===== src/rtl/fctn_decoder_seq.sv =====
// Clocked one-hot function decoder with modelled relay settle time.
// A load latches the code, holds all op lines low for SETTLE_CYCLES edges, then drives the selected line gated by v.
module fctn_decoder_seq #(
    parameter int CODE_W        = 3,
    parameter int SETTLE_CYCLES = 2,
    localparam int OUT_W        = 2 ** CODE_W
) (
    input  logic              clk,
    input  logic              reset,
    input  logic              load,
    input  logic [CODE_W-1:0] fctn_code,
    input  logic              v,
    output logic [OUT_W-1:0]  op_code,
    output logic [CODE_W-1:0] code_q,
    output logic              busy,
    output logic              ready,
    output logic [1:0]        state_dbg
);

    localparam int CNT_W = (SETTLE_CYCLES + 1 <= 1) ? 1 : $clog2(SETTLE_CYCLES + 1);
    // Code 0 maps to the MSB, so the one-hot pattern is the MSB shifted right by the code.
    localparam logic [OUT_W-1:0] MSB_ONE = {1'b1, {(OUT_W-1){1'b0}}};

    typedef enum logic [1:0] {
        IDLE     = 2'd0,
        SETTLING = 2'd1,
        HOLD     = 2'd2
    } state_t;

    state_t            state, state_n;
    logic [CNT_W-1:0]  cnt, cnt_n;
    logic [CODE_W-1:0] code_n;
    logic [OUT_W-1:0]  op_n;
    logic              busy_n, ready_n;

    function automatic logic [OUT_W-1:0] onehot(input logic [CODE_W-1:0] c);
        return MSB_ONE >> c;
    endfunction

    always_ff @(posedge clk or posedge reset) begin
        if (reset) begin
            state   <= IDLE;
            cnt     <= '0;
            code_q  <= '0;
            op_code <= '0;
            busy    <= 1'b0;
            ready   <= 1'b0;
        end else begin
            state   <= state_n;
            cnt     <= cnt_n;
            code_q  <= code_n;
            op_code <= op_n;
            busy    <= busy_n;
            ready   <= ready_n;
        end
    end

    always_comb begin
        state_n = state;
        cnt_n   = cnt;
        code_n  = code_q;
        op_n    = op_code;
        busy_n  = busy;
        ready_n = ready;
        if (load) begin
            // A load always breaks the current line first, even for the same code.
            code_n = fctn_code;
            if (SETTLE_CYCLES == 0) begin
                state_n = HOLD;
                op_n    = v ? onehot(fctn_code) : '0;
                ready_n = 1'b1;
                busy_n  = 1'b0;
            end else begin
                state_n = SETTLING;
                cnt_n   = CNT_W'(SETTLE_CYCLES);
                op_n    = '0;
                ready_n = 1'b0;
                busy_n  = 1'b1;
            end
        end else begin
            case (state)
                SETTLING: begin
                    if (cnt == CNT_W'(1)) begin
                        state_n = HOLD;
                        op_n    = v ? onehot(code_q) : '0;
                        ready_n = 1'b1;
                        busy_n  = 1'b0;
                    end else begin
                        cnt_n = cnt - 1'b1;
                    end
                end
                HOLD:    op_n = v ? onehot(code_q) : '0;
                default: ;
            endcase
        end
    end

    assign state_dbg = state;

endmodule


===== config.mk =====
export PLATFORM = sky130hd
export DESIGN_NAME = fctn_decoder_seq
export DESIGN_NICKNAME = d
export VERILOG_FILES = /design/src/rtl/fctn_decoder_seq.sv
export SDC_FILE = /design/constraint.sdc
export NUM_CORES = 1
export LEC_CHECK = 0
export ABC_AREA = 1
export CAP_MARGIN = 15
export CORE_MARGIN = 5
export CORE_UTILIZATION = 45
export CTS_CLUSTER_DIAMETER = 150
export DETAILED_ROUTE_END_ITERATION = 8
export GPL_TIMING_DRIVEN = 0
export PLACE_DENSITY = 0.82
export SLEW_MARGIN = 10
export SYNTH_ARGS = -nofsm -noshare
export SYNTH_HDL_FRONTEND = slang
export SYNTH_SLANG_ARGS = --single-unit

===== constraint.sdc =====
create_clock -name clk -period 1.5 [get_ports clk]
set_clock_uncertainty 0.15 [all_clocks]
set_input_delay 0.15 -clock clk [delete_from_list [all_inputs] [get_ports clk]]
set_output_delay 0.15 -clock clk [all_outputs]
set_load 0.02 [all_outputs]

Yosys cells after proc, flatten, opt, wreduce, memory -nomap -nowiden:

Index checks and enable logic that the tools add are counted.

* register bits after elaboration: 17
* latch bits: 0
* RAM bits: 0
* memory bits (read-only): 0
* bits of input ports: 7
* output and inout port bits: 15
* logic and storage cells: 35
* memories: 0

* $add $sub $neg: 1
* multipliers: 0
* divide/modulo/power cells: 0
* $lt $le $gt $ge: 0
* eq/ne operators: 5
* shift-type cells: 1
* mux-type cells: 16
* bitwise operators: 0
* reduce and logical (&&, ||, !) cells: 6

Operator list (number)
* $mux 8: 3
* $pmux 8 s2: 1
* $mux 2: 6
* $shr 8x3->8 const A: 1
* $mux 1: 6
* $reduce_and 2->1: 3
* $eq 2x1->1 const B: 2
* $reduce_bool 2->1: 2
* $ne 3x3->1 const B: 1
* $reduce_bool 3->1: 1
* $eq 2x2->1 const B: 1
* $ne 2x2->1 const B: 1
* $sub 2x1->2 const B: 1

Logic depth before layout (Yosys ltp):

* word-level depth: 5
* mapped depth: 6
* depth with buffers taken out: 6

Worst setup path before layout:

OpenSTA, ideal clock, no wires.

* path type: flip-flop to flip-flop
* from: reg cnt[0]
* to: reg op_code[0]
* setup time: 0.117 ns
* data arrival time: 0.995 ns
* required time: 1.233 ns
* slack: 0.238 ns
* stages on the path, launching flop included: 6
* path buffers: 0
* clock period less this slack: 1.262 ns
* cell sequence: dfrtp_1 > ha_1 > nand3_4 > nand3_4 > nand2_1 > nand2_1

* longest elaborated chain between the ends: 3

Ends and longest elaborated chain
* from (decl): RTL line 31 `logic [CNT_W-1:0] cnt, cnt_n;`
* from (signal assigned): RTL line 50 `cnt <= cnt_n;`
* $eq 2x1->1: RTL line 83 `if (cnt == CNT_W'(1)) begin`
* $ne 3x3->1 (no line)
* $reduce_and 2->1 (no line)
* to (signal assigned): RTL line 52 `op_code <= op_n;`
* to (decl): RTL line 13 `output logic [OUT_W-1:0] op_code,`

Every way passes these cells.
A chain may end at the register's enable or synchronous reset.

==> flow_metrics.py <==
metrics = {
    "run_status": {
        "status": "complete, no violations",
    },
    "drt": {
        "wl_per_cell_um": 11.9,
        "firstDrtPassIters": 4,
        "antenna_left": 0,
        "drc": 0,
        "vias": 669,
        "dr.first_iter.drc_count": 8,
        "postRouteWirelength_um": 1580,
        "viasPerCell": 5.03,
    },
    "placed_design": {
        "place_area_um2": 966,
        "gp_congestion": 0.712,
        "dp_hpwl_um": 1220,
        "portBuffers": 20,
    },
    "layout": {
        "multi_input_area_um2": 317,
        "syn_to_final_growth_pct": 33.4,
        "mostFrequentLayoutCells": "34 x nand2_1, 14 x dlygate4sd2_1, 13 x dfrtp_1",
        "final_common_cell": "nand2_1",
        "ff_latch_area_um2": 378,
        "n_antenna_cell": 0,
        "fillers": 137,
        "final_nets": 126,
        "fin_util": 0.645,
        "final_cell_area_um2": 995,
        "layout-drive-gt1-share": 0.145,
    },
    "synth": {
        "ys_ff_latch": 15,
        "synth_area_um2": 746,
        "seq_area_frac_synth": 0.503,
        "syn_nets": 99,
        "synth_cell_types": 13,
        "synth_cells": 91,
        "ys_warn_count": 0,
        "syn_avg_cell_area_um2": 8.19,
    },
    "die": {
        "io_pins": 22,
        "chipWidth_um": 50.7,
        "die_area_um2": 2570,
        "initial_utilization": 0.484,
        "rows": 14,
        "coreArea_um2": 1540,
        "fp.dieH_um": 50.7,
    },
    "clocking": {
        "cts_tree": "yes",
        "cts-root-buf": "clkbuf_4",
        "cts_sinks": 15,
        "clock_path_buffers": 2,
        "insertion_delay_ns": 0.27,
        "cts-htree-levels": 1,
        "clk_pin_slew_worst_paths_ns": 0.09,
        "numCtsBuffers": 3,
    },
    "setup_path": {
        "worstPathMaxFanout": 3,
        "worstSetupStartpoint": "ready",
        "cp-endpoint": "state_dbg[1]",
        "reg2reg_depth": 5,
        "r2r-start": "ready",
        "r2r_slack_ns": 0.17,
        "slowest_delay_ns": 0.42,
        "start_kind": "flip-flop",
        "worstPathRequired_ns": 1.20,
        "cp_cell_sequence": "buf_4, dlygate4sd2_1",
        "path_class": "reg2out",
        "end_kind": "output pin",
        "cp_slowest_cell": "dfrtp_2",
        "cp.arrival_ns": 1.13,
        "r2r-end": "cnt[1]",
    },
    "power": {
        "pwr-share-clk": 0.198,
        "p_sw_mw": 0.417,
        "power.density_nw_per_um2": 1140,
        "p_leak_nw": 0.555,
        "pwr-share-comb": 0.359,
        "p_sw_frac": 0.366,
        "p_int_mw": 0.721,
        "seqPwrFrac": 0.442,
        "vdd_drop_max_v": 0.000724,
    },
    "timing": {
        "period_minus_slack_ns": 1.43,
        "hold_violations": 0,
        "max_slew.worst_pin.slew_ns": 0.557,
        "drv_slew": 0,
        "whs_ns": 0.0622,
        "fmax_mhz": 701,
        "finalCritPeriodShare": 0.951,
        "relSlewSlack": 0.628,
        "rsz0062_at_grt": "no",
        "setup_violations": 0,
    },
    "global_routing": {
        "antenna_found_initial": 0,
        "grt_max_degree": 16,
        "grt_pass1_wl_um": 2780,
        "grt_overflow": 0,
        "grt_pass1_vias": 644,
        "track_usage": 0.136,
    },
    "min_path": {
        "hold_path_class": "in2async",
    },
    "flow_run": {
        "cap_violations": 0,
    },
}
sequential cells by signal, summed over array words and instances, names as in the netlist:
register / count
cnt: 2
code_q: 3
ready: 1
state_dbg: 1
op_code: 8
metal layers:
layer | track usage | vias to the layer above | share of wire
met1 | 0.169 | 306 | 0.47
li1 | - | 340 | -
met5 | 0 | - | 0
met2 | 0.231 | 19 | 0.47
met4 | 0.0468 | 0 | 0.013
met3 | 0.0296 | 4 | 0.054
how the worst min path moves through the flow:
stage,startpoint,to,slack [ns],cells after the start
floorplan,reset,cnt[0],-0.1,1
global placement,load,ready,0.21,2
detailed placement,load,ready,0.22,2
CTS,reset,cnt[0],0.09,2
global route,reset,cnt[0],0.13,2
finish,reset,cnt[0],0.06,2
cell usage after synthesis (all sizes together):
master	number	area share
nand2	34	0.17
ha	1	0.017
nand3	14	0.13
inv	8	0.040
buf	3	0.035
a21oi	2	0.029
o21ai	4	0.027
dfrtp	15	0.50
nor2	10	0.050
logic make-up after synthesis:
family | Yosys count | share of synthesized area
AOI/OAI and AO/OA | 6 | 0.0554
DFF | 15 | 0.503
buffers and inverters | 11 | 0.0755
and+or+nand+nor | 58 | 0.349
adders and majority gates | 1 | 0.0168
critical path: cells and delay by family, from the launching register on:
| family | cells | cell delay, ns |
|---|---|---|
| flops | 1 | 0.42 |
| buf+inv | 2 | 0.44 |
layout make-up:
cell class | instances | area share
timing repair buffer | 22 | 0.199
tap | 16 | 0.0201
inverter | 8 | 0.0302
multi-input combinational | 65 | 0.318
clock buffer | 4 | 0.0264
buffer | 3 | 0.0264
sequential | 15 | 0.380
metrics by stage:
stage               instances  worst slack (ns)  TNS (ns)  power [mW]
floorplan                  91             0.238         0       0.775
global route              133            0.0386         0        1.22
finish                    133            0.0734         0        1.14
global placement          127           -0.0194   -0.0194       0.898
detailed placement        127           -0.0250   -0.0250       0.927
CTS                       132           0.00847         0        1.13
power groups by stage:
| stage | Sequential [mW] | Combinational (mW) | Clock, mW |
|---|---|---|---|
| finish | 0.504 | 0.409 | 0.226 |
| global route | 0.512 | 0.457 | 0.247 |
| CTS | 0.509 | 0.387 | 0.230 |
| detailed placement | 0.516 | 0.410 | 0 |
| global placement | 0.513 | 0.385 | 0 |
| floorplan | 0.544 | 0.231 | 0 |
timing repair:
action | CTS | global route
resized for setup | 18 | 1
hold endpoints to repair | 4 | 0
hold buffers | 1 | 0
setup endpoints to repair | 15 | 2
setup buffers | 0 | 1
pin swaps | 0 | 0
No activity file was read; power rests on OpenSTA's default activity.
